**config.mk**
```make
export PLATFORM = sky130hd
export DESIGN_NAME = sub_16b_pipe
export DESIGN_NICKNAME = d
export VERILOG_FILES = /design/src/rtl/sub16_pkg.sv /design/src/rtl/sub_slice_stage.sv /design/src/rtl/sub_16b_pipe.sv
export SDC_FILE = /design/constraint.sdc
export NUM_CORES = 1
export LEC_CHECK = 0
export CORE_MARGIN = 4
export CORE_UTILIZATION = 50
export DETAILED_ROUTE_END_ITERATION = 6
export PLACE_DENSITY = 0.84
export SLEW_MARGIN = 10
export SYNTH_ARGS = -nofsm -noshare
export SYNTH_HDL_FRONTEND = slang
export SYNTH_SLANG_ARGS = --single-unit
export TNS_END_PERCENT = 100
```
**constraint.sdc**
```tcl
create_clock -name clk -period 6.8 [get_ports clk]
set_clock_uncertainty 0.1 [all_clocks]
set_input_delay 1.36 -clock clk [delete_from_list [all_inputs] [get_ports clk]]
set_output_delay 1.36 -clock clk [all_outputs]
set_load 0.005 [all_outputs]
```
**src/rtl/sub16_pkg.sv**
```systemverilog
// Shared constants and types for the pipelined subtractor.
//   SUB_WIDTH   default operand/result width
//   SUB_SLICE   default bits resolved per pipeline stage
//   SUB_NSTG    default number of pipeline stages (SUB_WIDTH / SUB_SLICE)
//   sub_slice_t one default-width slice of an operand or result
package sub16_pkg;

    localparam int unsigned SUB_WIDTH = 16;
    localparam int unsigned SUB_SLICE = 4;
    localparam int unsigned SUB_NSTG  = SUB_WIDTH / SUB_SLICE;

    typedef logic [SUB_SLICE-1:0] sub_slice_t;

endpackage

```
**src/rtl/sub_slice_stage.sv**
```systemverilog
// One registered SLICE-bit add-with-carry stage of the pipelined subtractor.
// Ports:
//   clk    in   rising-edge clock
//   rst    in   asynchronous reset, active-high; clears s and cout
//   en     in   stage advance; registers load only when set
//   x      in   SLICE-bit minuend slice
//   y_inv  in   SLICE-bit inverted subtrahend slice
//   cin    in   carry into this slice
//   s      out  registered sum slice
//   cout   out  registered carry out of this slice
module sub_slice_stage
    import sub16_pkg::*;
#(
    parameter int unsigned SLICE = SUB_SLICE
) (
    input  logic             clk,
    input  logic             rst,
    input  logic             en,
    input  logic [SLICE-1:0] x,
    input  logic [SLICE-1:0] y_inv,
    input  logic             cin,
    output logic [SLICE-1:0] s,
    output logic             cout
);

    logic [SLICE-1:0] gen;
    logic [SLICE-1:0] prop;
    logic [SLICE:0]   carry;
    logic [SLICE-1:0] sum;

    // Generate/propagate carry chain; the loop flattens into a lookahead network.
    always_comb begin
        gen      = x & y_inv;
        prop     = x ^ y_inv;
        carry    = '0;
        carry[0] = cin;
        for (int i = 0; i < int'(SLICE); i++) begin
            carry[i+1] = gen[i] | (prop[i] & carry[i]);
        end
        sum = prop ^ carry[SLICE-1:0];
    end

    always_ff @(posedge clk or posedge rst) begin
        if (rst) begin
            s    <= '0;
            cout <= 1'b0;
        end else if (en) begin
            s    <= sum;
            cout <= carry[SLICE];
        end
    end

endmodule

```
**src/rtl/sub_16b_pipe.sv**
```systemverilog
// Pipelined WIDTH-bit subtractor: diff = a - b, computed as a + ~b + 1, one SLICE-bit slice
// per stage with the carry rippling stage to stage through registers. valid/ready streaming,
// one operation per cycle; the whole pipe advances together (adv) or holds.
// Optional feature macro: SUB16_FLAGS_EN adds the zero and neg result flags.
// Ports:
//   clk        in   rising-edge clock
//   rst        in   asynchronous reset, active-high
//   in_valid   in   operand pair valid
//   in_ready   out  pipe can accept this cycle (= adv)
//   a, b       in   minuend / subtrahend
//   out_valid  out  result valid
//   out_ready  in   consumer takes result this cycle
//   diff       out  a - b modulo 2^WIDTH
//   borrow     out  unsigned a < b
//   ovf        out  signed overflow
//   zero       out  diff == 0            (SUB16_FLAGS_EN only)
//   neg        out  diff[WIDTH-1]        (SUB16_FLAGS_EN only)
module sub_16b_pipe
    import sub16_pkg::*;
#(
    parameter int unsigned WIDTH = SUB_WIDTH,
    parameter int unsigned SLICE = SUB_SLICE
) (
    input  logic             clk,
    input  logic             rst,
    input  logic             in_valid,
    output logic             in_ready,
    input  logic [WIDTH-1:0] a,
    input  logic [WIDTH-1:0] b,
    output logic             out_valid,
    input  logic             out_ready,
    output logic [WIDTH-1:0] diff,
    output logic             borrow,
    output logic             ovf
`ifdef SUB16_FLAGS_EN
    ,
    output logic             zero,
    output logic             neg
`endif
);

    localparam int unsigned NSTG = WIDTH / SLICE;
    localparam int unsigned MSB  = WIDTH - 1;

    if (WIDTH % SLICE != 0) begin : g_bad_cfg
        $error("sub_16b_pipe: WIDTH must be a multiple of SLICE");
    end

    logic             adv;
    logic [WIDTH-1:0] b_inv;
    logic [NSTG-1:0]  valid_q;

    // Per-stage operand copies travel with the op; stage k+1 consumes slice k+1 of stage k's copy.
    logic [WIDTH-1:0] a_q  [NSTG];
    logic [WIDTH-1:0] bn_q [NSTG];
    // lo_q[k]: diff slices already resolved below stage k's own slice.
    logic [WIDTH-1:0] lo_q [NSTG];
    // lo_ins[k]: lo_q[k] with stage k's freshly registered sum slice merged in.
    logic [WIDTH-1:0] lo_ins [NSTG];

    logic [SLICE-1:0] slice_sum [NSTG];
    logic [NSTG-1:0]  slice_cout;

    assign b_inv     = ~b;
    assign out_valid = valid_q[NSTG-1];
    assign adv       = out_ready | ~out_valid;
    assign in_ready  = adv;

    for (genvar k = 0; k < NSTG; k++) begin : g_stg
        logic [SLICE-1:0] x;
        logic [SLICE-1:0] y_inv;
        logic             cin;

        if (k == 0) begin : g_first
            assign x     = a[SLICE-1:0];
            assign y_inv = b_inv[SLICE-1:0];
            assign cin   = 1'b1;
        end else begin : g_rest
            assign x     = a_q[k-1][k*SLICE +: SLICE];
            assign y_inv = bn_q[k-1][k*SLICE +: SLICE];
            assign cin   = slice_cout[k-1];
        end

        sub_slice_stage #(
            .SLICE (SLICE)
        ) u_stage (
            .clk   (clk),
            .rst   (rst),
            .en    (adv),
            .x     (x),
            .y_inv (y_inv),
            .cin   (cin),
            .s     (slice_sum[k]),
            .cout  (slice_cout[k])
        );
    end

    always_comb begin
        for (int k = 0; k < int'(NSTG); k++) begin
            lo_ins[k] = lo_q[k];
            lo_ins[k][k*SLICE +: SLICE] = slice_sum[k];
        end
    end

    always_ff @(posedge clk or posedge rst) begin
        if (rst) begin
            valid_q <= '0;
            for (int k = 0; k < int'(NSTG); k++) begin
                a_q[k]  <= '0;
                bn_q[k] <= '0;
                lo_q[k] <= '0;
            end
        end else if (adv) begin
            // Bubbles shift through exactly like data; their payload is ignored downstream.
            valid_q[0] <= in_valid;
            a_q[0]     <= a;
            bn_q[0]    <= b_inv;
            lo_q[0]    <= '0;
            for (int k = 1; k < int'(NSTG); k++) begin
                valid_q[k] <= valid_q[k-1];
                a_q[k]     <= a_q[k-1];
                bn_q[k]    <= bn_q[k-1];
                lo_q[k]    <= lo_ins[k-1];
            end
        end
    end

    assign diff = lo_ins[NSTG-1];

    // Gated by out_valid so that the cleared carry register reads as no-borrow while idle.
    assign borrow = out_valid & ~slice_cout[NSTG-1];

    // bn_q holds ~b, so the subtrahend sign is its inverse.
    assign ovf = (a_q[NSTG-1][MSB] != ~bn_q[NSTG-1][MSB]) && (diff[MSB] != a_q[NSTG-1][MSB]);

`ifdef SUB16_FLAGS_EN
    assign zero = out_valid & (diff == '0);
    assign neg  = diff[MSB];
`endif

endmodule

```
Yosys cells after proc, flatten, opt, wreduce, memory -nomap -nowiden --
Index checks and enable logic that the tools add are counted.
Word-level totals: register bits after elaboration 176, bits of input ports 36, output and inout port bits 20, logic and storage cells 72
Cells by class: equality and inequality tests 2, bitwise gates (word level) 49, reductions and logical operators 1
Operators by type and width (count):
- bitwise XOR 4 bit | 8
- bitwise OR 1 bit | 17
- bitwise AND 1 bit | 16
- bitwise AND 4 bit | 4
- NOT 16 bit | 1
- NOT 1 bit | 3
- inequality test 1 bit | 2
- logical AND 1 bit | 1

Logic depth before layout (Yosys ltp) --
depth after elaboration 9, gate-level depth with buffers 8, depth with buffers taken out 8

Cells and area by module --
A second synthesis with hierarchy kept.
Unflattened totals: cell total of the unflattened synthesis 306, area total of the unflattened synthesis 4683.2 µm²
Modules (own cells, without submodules):
- sub_16b_pipe | instances 1, cells an instance 202, area each 3442.1 µm², sequential area each 1951.9 µm²
- sub_slice_stage (g_stg[2].u_stage ...) | instances 2, cells an instance 26, area each 312.8 µm², sequential area each 125.1 µm²
- sub_slice_stage (g_stg[0].u_stage ...) | instances 2, cells an instance 26, area each 307.8 µm², sequential area each 125.1 µm²

Worst setup path after synthesis --
Ideal clock, no wire load.
path type input-to-output, start point input out_ready, end point output in_ready, arrival time 1906 ps, data required time 5340 ps, path slack 3434 ps, stages 4, path buffers 3, cell sequence nand2b_4 > buf_12 > buf_12 > buf_6
Between the ends: word-level cells in the longest chain between the ends 1
Ends and longest elaborated chain:
- start, declared | line sub_16b_pipe.sv:31 | input logic out_ready,
- bitwise OR 1 bit | line sub_16b_pipe.sv:66 | assign adv = out_ready | ~out_valid;
- end, declared | line sub_16b_pipe.sv:27 | output logic in_ready,
No other way between the ends.

Worst setup path after layout --
Ends and elaborated chain as after synthesis.

==> results.sh <==
export IMPL_synthCells=295
export IMPL_grt_pass1_vias=2410
export IMPL_place_congestion=0.726
export IMPL_h_tree_depth=3
export IMPL_synth_compound_area_share_pct=2.29
export IMPL_yosysTopAreaCell="dfrtp_1"
export IMPL_synth_top_family_by_area="multiplexers"
export IMPL_cts_buffers=9
export IMPL_grt_pass1_wl_um=12300
export IMPL_ys_seq_area_share_pct=52.9
export IMPL_io_pins=56
export IMPL_min_period_over_period_pct=68.0
export IMPL_synth_distinct_cells=20
export IMPL_synthFlopType="dfrtp_1"
export IMPL_drt_pass1_iter_count=4
export IMPL_synth_seq_cells=98
export IMPL_synthMuxAreaShare_pct=24.4
export IMPL_ctsResizeCount=0
export IMPL_slew_headroom_pct=45.8
export IMPL_antenna_found_initial=0
export IMPL_start_util_pct=52.1
export IMPL_dieWidth_um=104
export IMPL_vias=2250
export IMPL_synth_area_sq_um=4640
export IMPL_yosys_area_share_adder_pct=6.75
export IMPL_drc=0
export IMPL_ir_drop_mv=0.276
export IMPL_timing_rr_end="a_q[56]"
export IMPL_tritoncts="yes"
export IMPL_fin_crit_ns=4.62
export IMPL_fin_nets=385
export IMPL_crit_fanout=21
export IMPL_fin_area_sq_um=5170
export IMPL_worstHoldPathType="reg -> reg"
export IMPL_place_area_sq_um=5000
export IMPL_hpwlAfterDp_um=4860
export IMPL_clk_pin_slew_ns=0.10
export IMPL_hold_buffers=0
export IMPL_r2r_start="valid_q[3]"
export IMPL_arrival_ns=3.16
export IMPL_cts_root_buf="clkbuf_8"
export IMPL_synth_simple_area_share_pct=4.02
export IMPL_cts_sinks=98
export IMPL_syn_nets=347
export IMPL_worst_setup_path_start_kind="input pin"
export IMPL_via_per_inst=5.04
export IMPL_wl_per_cell_um=16.3
export IMPL_drv_slew=0
export IMPL_required_ns=5.34
export IMPL_min_to="valid_q[3]"
export IMPL_synth_xor_area_share_pct=0
export IMPL_r2r_slack_ns=3.96
export IMPL_diodes=0
export IMPL_min_from="valid_q[2]"
export IMPL_ys_top_cells_by_area="dfrtp_1 53%, mux2_4 23%, fa_1 6.5%"
export IMPL_worstSkewPairLatency_ns=0.36
export IMPL_finalSetupViolCount=0
export IMPL_async_flop_share_pct=100
export IMPL_critPathKind="in -> out"
export IMPL_area_delta_synth_final_pct=11.6
export IMPL_yosysTopAreaCellShare_pct=52.9
export IMPL_hold_path_depth=1
export IMPL_port_buffer_count=55
export IMPL_worst_pin_slew_ns=0.810
export IMPL_wl_um=7270
export IMPL_grt_max_degree=55
export IMPL_reg2reg_depth=4
export IMPL_gr_total_overflow=0
export IMPL_grt_usage_pct=14.1
export IMPL_status="finished, final reports clean"
export IMPL_power_density_nw_per_um2=436
export IMPL_die_h_um=104
export IMPL_core_area_sq_um=8890
export IMPL_yosysMostFrequentCell="dfrtp_1"
export IMPL_dieArea_sq_um=10900
export IMPL_p_leak_uw=0.00243
export IMPL_max_cap_violations=0
export IMPL_drtIter0Drc=112
export IMPL_hold_violations=0
export IMPL_clk_path_buf_depth=2
export IMPL_ys_warn_count=0
export IMPL_fin_tns_setup_ns=0
export IMPL_max_freq_mhz=216
export IMPL_fp_row_count=34
export IMPL_rsz0062_at_grt="no"
export IMPL_crit_path_end_kind="primary output"
export IMPL_synth_edf_count=0
export IMPL_postSynthAreaPerCell_sq_um=15.7
export IMPL_ant_nets=0
export IMPL_drive_gt1_share_pct=27.2
export IMPL_postCtsSetupBuffers=0
export IMPL_synthTopCellsByCount="98 x dfrtp_1, 72 x mux2_4, 27 x inv_1, 20 x a21oi_1, 20 x nor3b_1"
==> layout by cell type, fill, tap and decap left out, drive strengths merged <==
master / n
mux2: 73
nor2b: 1
clkinv: 3
clkinvlp: 2
clkbuf: 11
mux2i: 4
nor3b: 20
nand2: 1
inv: 27
clkdlybuf4s50: 55
o22ai: 1
a21oi: 20
ha: 1
fa: 15
dfrtp: 98
buf: 3
nand2b: 3
==> area by class of cell <==
class	instances	area [sq um]
clock inverters	5	30.0
well taps	108	135
inverters	27	104
clock buffers	11	141
repair buffers	58	573
flip-flops and latches	98	2450
fillers	701	3720
multi-input cells	139	1740
==> cell families after synthesis <==
kind of cell | count (synthesis)
muxes | 77
adders and majority gates | 16
AOI/OAI and AO/OA | 21
DFF | 98
and+or+nand+nor | 25
buffers and inverters | 58
==> critical path: stages <==
cell             delay (ns)
clkdlybuf4s50_1        1.00
nand2b_4               0.27
clkdlybuf4s50_1        0.52
==> metal layers <==
layer / vias up / track usage (%) / part of all wire, %
li1: 1036 / - / -
met1: 1150 / 20.1 / 48
met2: 55 / 20.8 / 46
met3: 9 / 3.10 / 4.4
met4: 0 / 5.70 / 1.6
met5: - / 0 / 0
==> report_power, final <==
part	switching, uW	total, uW	internal, uW
Clock	197	339	141
Combinational	302	905	603
Sequential	174	1010	840
==> flip-flops by register name, summed over array words and instances (netlist names) <==
| register | flops |
|---|---|
| a_q | 25 |
| bn_q | 25 |
| diff | 12 |
| g_stg.u_stage.cout | 4 |
| g_stg.u_stage.s | 16 |
| lo_ins | 12 |
| valid_q | 4 |
==> metrics by stage <==
stage               hold WS, ns  utilization [%]  cells  total power (uW)  worst slack, ns
floorplan                 0.335                -    295              1770             2.78
global placement          0.348             56.3    430              1900             2.15
detailed placement        0.356             56.3    430              1950             2.11
CTS                       0.381             58.2    446              2290             2.14
global route              0.405             58.2    446              2420             2.07
finish                    0.384             58.2    446              2260             2.18
==> worst max path at each step <==
stage / cells after the start / end / startpoint / slack, ns
6_report: 3 / in_ready / out_ready / 2.18
5_1_grt: 3 / in_ready / out_ready / 2.07
4_1_cts: 3 / in_ready / out_ready / 2.14
3_5_place_dp: 5 / bn_q[29] / out_ready / 2.11
3_3_place_gp: 5 / a_q[63] / out_ready / 2.15
2_1_floorplan: 1 / a_q[15] / rst / 2.78
Note: power is estimated with default switching activity, not from simulation.
